### src/rtl/mm_bus_pkg.sv
// mm_bus_pkg: shared Z80 bus constants for the injector and the opcode tracker
package mm_bus_pkg;
  localparam logic [2:0] ST_IDLE  = 3'd0;
  localparam logic [2:0] ST_ARMED = 3'd1;
  localparam logic [2:0] ST_OP    = 3'd2;
  localparam logic [2:0] ST_LO    = 3'd3;
  localparam logic [2:0] ST_HI    = 3'd4;
  localparam logic [7:0] OP_JP = 8'hC3;
  localparam logic [7:0] OP_CB = 8'hCB;
  localparam logic [7:0] OP_ED = 8'hED;
  localparam logic [7:0] OP_DD = 8'hDD;
  localparam logic [7:0] OP_FD = 8'hFD;
endpackage

### src/rtl/z80_cycle_detect.sv
// z80_cycle_detect: rd_n edge detection and M1-fetch / memory-read strobes
module z80_cycle_detect (
  input  logic clk,
  input  logic rst_n,
  input  logic m1_n_i,
  input  logic mreq_n_i,
  input  logic iorq_n_i,
  input  logic rd_n_i,
  output logic fetch_o,
  output logic memrd_o,
  output logic rd_rise_o
);
  logic prev_rd_n_q;
  logic rd_fall;
  always_ff @(posedge clk or negedge rst_n)
    if (!rst_n) prev_rd_n_q <= 1'b1;
    else prev_rd_n_q <= rd_n_i;
  assign rd_fall   = prev_rd_n_q & ~rd_n_i;
  assign rd_rise_o = ~prev_rd_n_q & rd_n_i;
  // refresh never pulls rd_n low, so it never produces a strobe
  assign fetch_o   = rd_fall & ~m1_n_i & ~mreq_n_i;
  assign memrd_o   = rd_fall & m1_n_i & ~mreq_n_i & iorq_n_i;
endmodule

### src/rtl/opcode_inject.sv
// opcode_inject: forces a JP nn into the Z80 instruction stream on a trap request
module opcode_inject
  import mm_bus_pkg::*;
#(
  parameter logic [7:0] INJ_OPCODE = OP_JP,
  parameter logic [7:0] TIMEOUT    = 8'd255
) (
  input  logic        clk,
  input  logic        rst_n,
  input  logic        m1_n,
  input  logic        mreq_n,
  input  logic        iorq_n,
  input  logic        rd_n,
  input  logic        isr_boundary,
  input  logic        trap_req,
  input  logic        trap_cancel,
  input  logic [15:0] trap_vector,
  output logic [7:0]  data_out,
  output logic        data_oe,
  output logic        mem_inhibit,
  output logic        busy,
  output logic        trap_done,
  output logic        trap_timeout
);
  logic [2:0]  state_q, state_d;
  logic [15:0] vec_q, vec_d;
  logic [7:0]  cnt_q, cnt_d;
  logic        drv_q, drv_d;
  logic        done_q, done_d;
  logic        to_q, to_d;
  logic        fetch, memrd, rd_rise;

  z80_cycle_detect u_det (
    .clk       (clk),
    .rst_n     (rst_n),
    .m1_n_i    (m1_n),
    .mreq_n_i  (mreq_n),
    .iorq_n_i  (iorq_n),
    .rd_n_i    (rd_n),
    .fetch_o   (fetch),
    .memrd_o   (memrd),
    .rd_rise_o (rd_rise)
  );

  always_comb begin
    state_d = state_q;
    vec_d   = vec_q;
    cnt_d   = cnt_q;
    drv_d   = drv_q;
    done_d  = 1'b0;
    to_d    = 1'b0;
    case (state_q)
      ST_IDLE: if (trap_req) begin
        vec_d   = trap_vector;
        state_d = ST_ARMED;
      end
      ST_ARMED: state_d = trap_cancel ? ST_IDLE : (fetch && isr_boundary) ? ST_OP : ST_ARMED;
      ST_OP: if (rd_rise) begin
        cnt_d   = 8'd0;
        state_d = ST_LO;
      end
      ST_LO, ST_HI: if (drv_q) begin
        if (rd_rise) begin
          drv_d   = 1'b0;
          cnt_d   = 8'd0;
          done_d  = state_q == ST_HI;
          state_d = state_q == ST_LO ? ST_HI : ST_IDLE;
        end
      end else if (memrd) begin
        drv_d = 1'b1;
      end else begin
        cnt_d = cnt_q + 8'd1;
        if (cnt_d == TIMEOUT) begin
          cnt_d   = 8'd0;
          to_d    = 1'b1;
          state_d = ST_IDLE;
        end
      end
      default: state_d = ST_IDLE;
    endcase
  end

  always_ff @(posedge clk or negedge rst_n)
    if (!rst_n) begin
      state_q <= ST_IDLE;
      vec_q   <= 16'h0000;
      cnt_q   <= 8'd0;
      drv_q   <= 1'b0;
      done_q  <= 1'b0;
      to_q    <= 1'b0;
    end else begin
      state_q <= state_d;
      vec_q   <= vec_d;
      cnt_q   <= cnt_d;
      drv_q   <= drv_d;
      done_q  <= done_d;
      to_q    <= to_d;
    end

  // combinational from state and rd_n so the byte is on the bus before the T3 sample
  assign data_oe      = ~rd_n & (state_q == ST_OP | drv_q);
  assign data_out     = !data_oe ? 8'h00 : state_q == ST_OP ? INJ_OPCODE :
                        state_q == ST_LO ? vec_q[7:0] : vec_q[15:8];
  assign mem_inhibit  = state_q == ST_OP | state_q == ST_LO | state_q == ST_HI;
  assign busy         = state_q != ST_IDLE;
  assign trap_done    = done_q;
  assign trap_timeout = to_q;
endmodule

### config.mk
export PLATFORM = sky130hd
export DESIGN_NAME = opcode_inject
export DESIGN_NICKNAME = d
export VERILOG_FILES = /design/src/rtl/mm_bus_pkg.sv /design/src/rtl/z80_cycle_detect.sv /design/src/rtl/opcode_inject.sv
export SDC_FILE = /design/constraint.sdc
export NUM_CORES = 1
export LEC_CHECK = 0
export ABC_AREA = 0
export CORE_ASPECT_RATIO = 0.9
export CORE_UTILIZATION = 50
export CTS_BUF_LIST = sky130_fd_sc_hd__clkbuf_8 sky130_fd_sc_hd__clkbuf_16
export DETAILED_ROUTE_END_ITERATION = 10
export PLACE_DENSITY = 0.87
export SLEW_MARGIN = 20
export SYNTH_ARGS = -nofsm -noshare
export SYNTH_HDL_FRONTEND = slang
export SYNTH_HIERARCHICAL = 1
export SYNTH_SLANG_ARGS = --single-unit
export TNS_END_PERCENT = 20
### constraint.sdc
create_clock -name clk -period 3.8 [get_ports clk]
set_input_delay 0.38 -clock clk [delete_from_list [all_inputs] [get_ports clk]]
set_output_delay 0.38 -clock clk [all_outputs]
set_load 0.03 [all_outputs]
-- Word level (Yosys, flattened, before mapping)
Cells that the tools add are included.
- flip-flop bits (word level): 31
- bits of input ports: 25
- output and inout port bits: 13
- $add $sub $neg: 1
- eq/ne operators: 10
- mux-type cells: 28
- bitwise operators: 15
- reductions and logical operators: 8
- operators by type and width (operator ; number):
    $mux 8 ; 7
    $mux 3 ; 7
    $pmux 8 s2 ; 1
    $pmux 3 s4 ; 1
    $mux 1 ; 10
    $ne 3x3->1 const B ; 3
    $add 8x1->8 const B ; 1
    $and 1x1->1 ; 8
    $eq 8x8->1 const B ; 1
    $eq 3x2->1 const B ; 2
    $reduce_and 5->1 ; 1
    $mux 2 ; 2
    $ne 2x2->1 const B ; 2
    $not 1->1 ; 4
    $reduce_and 2->1 ; 2
    $eq 3x1->1 const B ; 1
    $eq 3x3->1 const B ; 1
    $logic_not 3->1 ; 1
    $or 1x1->1 ; 3
    $reduce_bool 3->1 ; 1
    $reduce_bool 2->1 ; 1
    $reduce_or 2->1 ; 1
    $logic_and 1x1->1 ; 1

-- Logic depth before layout (Yosys ltp)
Gate-level depths: netlist of run 1.
- depth in word-level cells: 8
- gate-level depth with buffers: 7
- gate-level depth less buffers: 6

-- Hierarchy
Netlist of run 1, hierarchy kept.
- by module, submodules not included (module ; instances ; cells each ; area an instance (µm²) ; seq. area each (µm²)):
    opcode_inject ; 1 ; 171 ; 1727.9 ; 750.7
    z80_cycle_detect ; 1 ; 5 ; 60.1 ; 26.3

-- Worst setup path before layout of run 1
No wires, ideal clock.
- path kind: register to output
- start point: register state_q[1]
- end point: output data_out[2]
- arrival: 1.649 ns
- data required time: 3.420 ns
- path slack: 1.771 ns
- cell stages (with the launch flop): 6
- path through: dfrtp_1 clkbuf_1 and2b_1 clkbuf_1 nand3_1 a21oi_1
- longest elaborated chain between the ends: 4
- RTL lines (element ; line ; text):
    from (decl) ; opcode_inject.sv:25 ; logic [2:0] state_q, state_d;
    from (signal assigned) ; opcode_inject.sv:92 ; state_q <= state_d;
    $eq 3x2->1, on equally long branches ; opcode_inject.sv:103, opcode_inject.sv:101, opcode_inject.sv:102 ;
    $mux 8 or $or 1x1->1 (tied branches) ; opcode_inject.sv:103, opcode_inject.sv:101 ;
    $mux 8 or $and 1x1->1 (tied branches) ; opcode_inject.sv:102, opcode_inject.sv:101 ;
    $mux 8 (*) ; opcode_inject.sv:102 ; assign data_out = !data_oe ? 8'h00 : state_q == ST_OP ? INJ_OPCODE :
    to (decl) ; opcode_inject.sv:18 ; output logic [7:0] data_out,
Every way passes the cells marked *; elsewhere a longest branch is shown, timed or not.

-- Worst setup path after layout of run 1
Same ends and word-level chain as after synthesis.

==> out/metrics.csv, run 1 <==
stage,metric,value,unit
timing,finalCriticalPeriod,2.81,ns
power,power.switching,0.351,mW
drt,dr.pass1.iters,4,
timing,clock_skew,0.00665,ns
drt,drt_iter0_markers,106,
clock_tree,post_cts_resized,0,
drt,via_count,1449,
yosys,avgSynthCellArea,10.2,um2
setup_path,critPathCaptureType,output port,
timing,setup-tns-final,0,ns
global_route,grt_usage,22.1,%
placed_design,dpl.cell_count,249,
run_status,status,"complete, no violations",
clock_tree,cts_tree,yes,
yosys,synth_nets,203,
timing,setup_violations,0,
timing,max_slew_margin,45.0,%
drt,vias_per_cell,5.64,
timing,tightest_slew,0.824,ns
yosys,synth_flop_cell,dfrtp_1,
clock_tree,htreeDepth,2,
power,fin_total_pwr,1.10,mW
clock_tree,cts.sinks,31,
cells_and_area,layout_common_cells,"clkdlybuf4s50_1 (37), dfrtp_1 (30), inv_1 (16), mux2_2 (16)",
setup_path,arrival,2.43,ns
global_route,grt_pass1_vias,1390,
job,cap_violations,0,
yosys,synth_cells,176,
cells_and_area,fillers,283,
placed_design,place_congestion,0.801,
power,leakagePower,0.889,nW
timing,grt_setup_unrepaired,no,
setup_path,crit_fanout,13,
placed_design,port-buffer-count,37,
drt,wirelength,3640,um
drt,wl_per_cell,14.2,um
floorplanning,coreArea,3400,um2
cells_and_area,final_core_util,66.3,%
placed_design,post-place-ws,1.27,ns
floorplanning,initial_core_util,52.5,%
setup_path,rrSetupSlack,1.54,ns
yosys,yosysWarnings,6,
timing,postLayoutSetupSlackWorst,0.986,ns
clock_tree,cts_root_buf,clkbuf_8,
yosys,synth-async-reset-ratio,100,%
global_route,overflow,0,
setup_path,crit-reg2reg-launch,state_q[0]$_DFFE_PN0P_,
setup_path,crit_type,reg -> out,
floorplanning,num_rows,20,
timing,clock.fmax,0.355,GHz
cells_and_area,area_growth,26.1,%
cells_and_area,antenna_cells,0,
clock_tree,numCtsBuffers,5,
clock_tree,clk_latency,0.28,ns
power,peakVddDrop,389,uV
global_route,grt_pass1_wl,6290,um
floorplanning,die_x,65.0,um
floorplanning,num_io_pins,38,
power,p_int,0.751,mW
yosys,synth-edff-count,0,
yosys,synth_seq_area_share,43.5,%
hold_path,min_path_type,in -> async,
cells_and_area,final_layout_size_suffix_gt1_share,16.0,%
setup_path,rr_worst_depth,3,
timing,drv_slew,0,
global_route,grt_max_degree,32,
setup_path,required,3.42,ns
yosys,ys_ff_latch,31,
power,p_clk_share,21.5,%
power,power_frac_comb,29.9,%
clock_tree,clk_pin_slew,0.06,ns
drt,drcViolationCount,0,
setup_path,startpoint_type,register,
floorplanning,die_h,58.7,um
cells_and_area,final_common_cell,clkdlybuf4s50_1,
timing,period_share,74.1,%
placed_design,hpwl,2570,um
power,power_density,489,nW/um2
floorplanning,die-area,3820,um2
clock_tree,post-cts-setup-buffers,0,
timing,hold_viol_final,0,
clock_tree,cts.path.max_buffers,2,
global_route,antenna_found_initial,0,
clock_tree,cts.hold.buffers_added,0,
cells_and_area,layoutNonFillerInstCount,257,
drt,ant_nets,0,
cells_and_area,final_nets,239,
power,switching_share,31.8,%
yosys,ys_types,50,
setup_path,reg2reg_to,vec_q[5]$_DFFE_PN0P_,
power,pwr-share-seq,48.6,%
yosys,syn-cell-area,1790,um2
==> worst max path at each step <==
stage                   to  cells after the start  slack (ns)              startpoint
6_report       data_out[2]                      5        0.99  state_q[1]$_DFFE_PN0P_
5_1_grt        data_out[2]                      5        0.75  state_q[1]$_DFFE_PN0P_
4_1_cts        data_out[3]                      5        0.94  state_q[1]$_DFFE_PN0P_
3_5_place_dp   data_out[3]                      4        1.27                    rd_n
3_3_place_gp   data_out[3]                      4        1.28                    rd_n
2_1_floorplan  data_out[2]                      5        1.77  state_q[1]$_DFFE_PN0P_
==> worst max-delay path, cell delays in order (launching register included) <==
cell and delay (ns):
dfrtp_1 0.50, nand2b_1 0.32, nor2_1 0.08, o21bai_1 0.52
a21oi_1 0.10, clkdlybuf4s50_1 0.63
==> synthesized netlist by cell type, types with 2 or more instances <==
library cell / n / area share (%)
or3_1: 3 / 1.0
o21ai_0: 6 / 1.7
inv_1: 13 / 2.7
nor3b_1: 3 / 1.3
nand3b_1: 6 / 2.5
ha_1: 2 / 1.4
a21oi_1: 9 / 2.5
nand2b_1: 3 / 1.0
nand2_1: 9 / 1.9
nor2_1: 10 / 2.1
a211oi_1: 2 / 0.84
o211ai_1: 4 / 1.7
clkbuf_1: 6 / 1.3
o2111ai_1: 3 / 1.5
nand3_1: 10 / 2.8
or4_1: 2 / 0.84
o221ai_1: 2 / 0.98
dfrtp_1: 30 / 42
xnor2_1: 3 / 1.5
o22ai_1: 4 / 1.4
nor2b_1: 2 / 0.70
mux2_2: 16 / 10
==> layout make-up <==
class	instances	area, um2	share of cell area, %
multi-input combinational	123	916	40.6
sequential	31	777	34.5
timing repair buffer	38	378	16.8
clock buffer	5	68.8	3.05
tap	44	55.1	2.44
inverter	13	48.8	2.16
clock inverter	3	11.3	0.499
==> registers in the layout, summed over array words and instances, names as in the netlist <==
signal and flops:
cnt_q 8, drv_q 1, trap_timeout 1, state_q 3, u_det/prev_rd_n_q 1, vec_q 16
trap_done 1
==> cell families after synthesis <==
| logic type | synth area share [%] |
|---|---|
| and+or+nand+nor | 21.1 |
| AOI/OAI and AO/OA | 15.7 |
| DFF | 43.5 |
| buffers and inverters | 5.32 |
| muxes | 10.6 |
| xor gates and xnor gates | 2.38 |
| adders and majority gates | 1.40 |
==> routing by layer <==
layer | GRT usage (%) | vias to the layer above | part of all wire (%)
met5 | 0 | - | 0
met4 | 8.39 | 0 | 0.71
met3 | 7.17 | 2 | 5.5
met2 | 33.0 | 40 | 45
met1 | 30.2 | 696 | 49
li1 | - | 711 | -
==> power groups by stage <==
stage	registers (mW)	logic [mW]	clock network, mW
2_1_floorplan	0.496	0.280	0
3_3_place_gp	0.538	0.322	0
3_5_place_dp	0.543	0.333	0
4_1_cts	0.537	0.334	0.246
5_1_grt	0.559	0.368	0.259
6_report	0.536	0.330	0.237
==> stage by stage <==
step | hold WS, ns | instance area (um2)
floorplan | 0.0844 | 1790
global placement | 0.482 | 2170
detailed placement | 0.490 | 2170
CTS | 0.501 | 2250
global route | 0.524 | 2250
finish | 0.489 | 2250
(Power assumes the default switching activity.)
==> inputs of run 2 (changes only) <==
--- a/config.mk
+++ b/config.mk
@@ -7,10 +7,10 @@
 export LEC_CHECK = 0
 export ABC_AREA = 0
 export CORE_ASPECT_RATIO = 0.9
-export CORE_UTILIZATION = 50
+export CORE_UTILIZATION = 46
 export CTS_BUF_LIST = sky130_fd_sc_hd__clkbuf_8 sky130_fd_sc_hd__clkbuf_16
 export DETAILED_ROUTE_END_ITERATION = 10
-export PLACE_DENSITY = 0.87
+export PLACE_DENSITY = 0.84
 export SLEW_MARGIN = 20
 export SYNTH_ARGS = -nofsm -noshare
 export SYNTH_HDL_FRONTEND = slang
==> constraint.sdc (replaced) <==
create_clock -name clk -period 2.5 [get_ports clk]
set_input_delay 0.25 -clock clk [delete_from_list [all_inputs] [get_ports clk]]
set_output_delay 0.25 -clock clk [all_outputs]
set_load 0.03 [all_outputs]
==> run 2 against run 1 <==
Sequential power rose by 46%. Final area increased by 4.0%. Largest power group unchanged. Register-to-register slack got worse by 0.97 ns. Routed wire length grew 1.5%. Highest routed layer unchanged. Critical path type unchanged. Final cell count is 3.1% higher.
==> out/metrics.csv, run 2 (synthesis gave the netlist of run 1 again) <==
stage,metric,value,unit,change
setup_path,startpoint_type,register,,
timing,clock.fmax,0.429,GHz,
cells_and_area,final_nets,245,,+2.5%
global_route,overflow,0,,unchanged
placed_design,place_congestion,0.871,,+8.8%
floorplanning,coreArea,3730,um2,+9.6%
cells_and_area,final_common_cell,clkdlybuf4s50_1,,
placed_design,post-place-ws,0.239,ns,-1.03 ns
floorplanning,die_x,67.7,um,+4.1%
run_status,status,"complete, no violations",,
clock_tree,cts.path.max_buffers,2,,unchanged
timing,max_slew_margin,70.9,%,+26 points
setup_path,arrival,2.08,ns,-0.35 ns
floorplanning,num_rows,21,,+5.0%
clock_tree,post_cts_resized,0,,unchanged
setup_path,crit_fanout,9,,-4
floorplanning,num_io_pins,38,,unchanged
power,leakagePower,0.922,nW,+3.7%
clock_tree,numCtsBuffers,5,,unchanged
timing,tightest_slew,0.434,ns,-0.389 ns
timing,drv_slew,0,,unchanged
cells_and_area,final_layout_size_suffix_gt1_share,20.5,%,+4.6 points
floorplanning,die-area,4140,um2,+8.4%
global_route,grt_pass1_wl,6110,um,-2.8%
clock_tree,cts.hold.buffers_added,0,,unchanged
cells_and_area,layout_common_cells,"clkdlybuf4s50_1 (37), dfrtp_1 (30), mux2_2 (16)",,
global_route,antenna_found_initial,0,,unchanged
clock_tree,clk_latency,0.28,ns,about the same
drt,dr.pass1.iters,4,,unchanged
drt,vias_per_cell,5.41,,-4.1%
floorplanning,initial_core_util,47.9,%,-4.6 points
floorplanning,die_h,61.1,um,+4.1%
power,peakVddDrop,542,uV,+39%
drt,via_count,1433,,-1.1%
cells_and_area,multi_input_area,921,um2,+0.55%
global_route,grt_usage,20.1,%,-2.1 points
drt,drcViolationCount,0,,unchanged
power,power_density,790,nW/um2,+62%
cells_and_area,regArea,777,um2,unchanged
clock_tree,clk_pin_slew,0.06,ns,about the same
drt,ant_nets,0,,unchanged
setup_path,crit_type,reg -> out,,
cells_and_area,area_growth,31.1,%,
drt,wl_per_cell,13.9,um,-1.6%
setup_path,rr_worst_depth,5,,+2
placed_design,port-buffer-count,37,,unchanged
setup_path,critPathCaptureType,output port,,
cells_and_area,fillers,306,,+8.1%
cells_and_area,top_regs,"vec_q (16), cnt_q (8), state_q (3)",,
clock_tree,cts_root_buf,clkbuf_8,,
timing,postLayoutSetupSlackWorst,0.170,ns,-0.815 ns
job,cap_violations,0,,unchanged
timing,clock_skew,0.00608,ns,-0.000570 ns
cells_and_area,antenna_cells,0,,unchanged
global_route,grt_pass1_vias,1386,,-0.29%
clock_tree,htreeDepth,2,,unchanged
timing,grt_setup_unrepaired,no,,
timing,setup-tns-final,0,ns,unchanged
setup_path,required,2.25,ns,-1.17 ns
clock_tree,cts.sinks,31,,unchanged
timing,hold_viol_final,0,,unchanged
cells_and_area,largest-register,vec_q,,
global_route,grt_max_degree,32,,unchanged
cells_and_area,largest_reg_flops,16,,unchanged
hold_path,min_path_type,in -> async,,
placed_design,hpwl,2650,um,+3.3%
drt,wirelength,3690,um,+1.5%
timing,finalCriticalPeriod,2.33,ns,
clock_tree,post-cts-setup-buffers,0,,unchanged
timing,setup_violations,0,,unchanged
timing,holdWs,0.358,ns,-0.130 ns
clock_tree,cts_tree,yes,,
drt,drt_iter0_markers,158,,+49%
timing,period_share,93.2,%,
run 2: final timing paths:
check / startpoint / endpoint / slack (ns)
max in group asynchronous: rst_n / u_det/prev_rd_n_q$_DFF_PN1_ / 1.82
min reg2reg: vec_q[1]$_DFFE_PN0P_ / vec_q[1]$_DFFE_PN0P_ / 0.50
max: state_q[2]$_DFFE_PN0P_ / data_out[5] / 0.17
max reg2reg: cnt_q[0]$_DFFE_PN0P_ / cnt_q[3]$_DFFE_PN0P_ / 0.57
min: rst_n / state_q[2]$_DFFE_PN0P_ / 0.36
min in group clk: vec_q[1]$_DFFE_PN0P_ / vec_q[1]$_DFFE_PN0P_ / 0.50
run 2: metal layers:
metal  track usage (%)  vias to the layer above  wire (um)
li1                  -                      726          -
met1              27.5                      673       1810
met2              31.1                       29       1720
met3              4.44                        5        128
met4              7.60                        0         42
met5                 0                        -          0
run 2: worst max-delay path: stages (launching register included):
cell,delay (ns)
dfrtp_1,0.46
nand2b_1,0.19
nor2_1,0.13
o21bai_2,0.16
a21oi_1,0.18
clkdlybuf4s50_1,0.69
run 2: cell type report:
type	instances	area share [%]
clock buffer	6	3.52
clock inverter	2	1.49
inverter	13	2.08
multi-input combinational	123	39.3
sequential	31	33.1
tap	46	2.45
timing repair buffer	44	18.0
run 2: power by group:
group | switching (mW) | internal [mW] | leakage, nW | total, mW
Combinational | 0.261 | 0.313 | 0.479 | 0.574
Sequential | 0.108 | 0.672 | 0.382 | 0.780
Clock | 0.177 | 0.322 | 0.0612 | 0.499
run 2: stage by stage:
stage               utilization [%]  std cells  instance area (um2)  power [mW]
floorplan                         -        176                 1790        1.18
detailed placement             59.6        257                 2220        1.36
global placement               59.6        257                 2220        1.34
finish                         62.8        265                 2340        1.85
CTS                            62.7        265                 2340        1.86
global route                   62.8        265                 2340        1.98
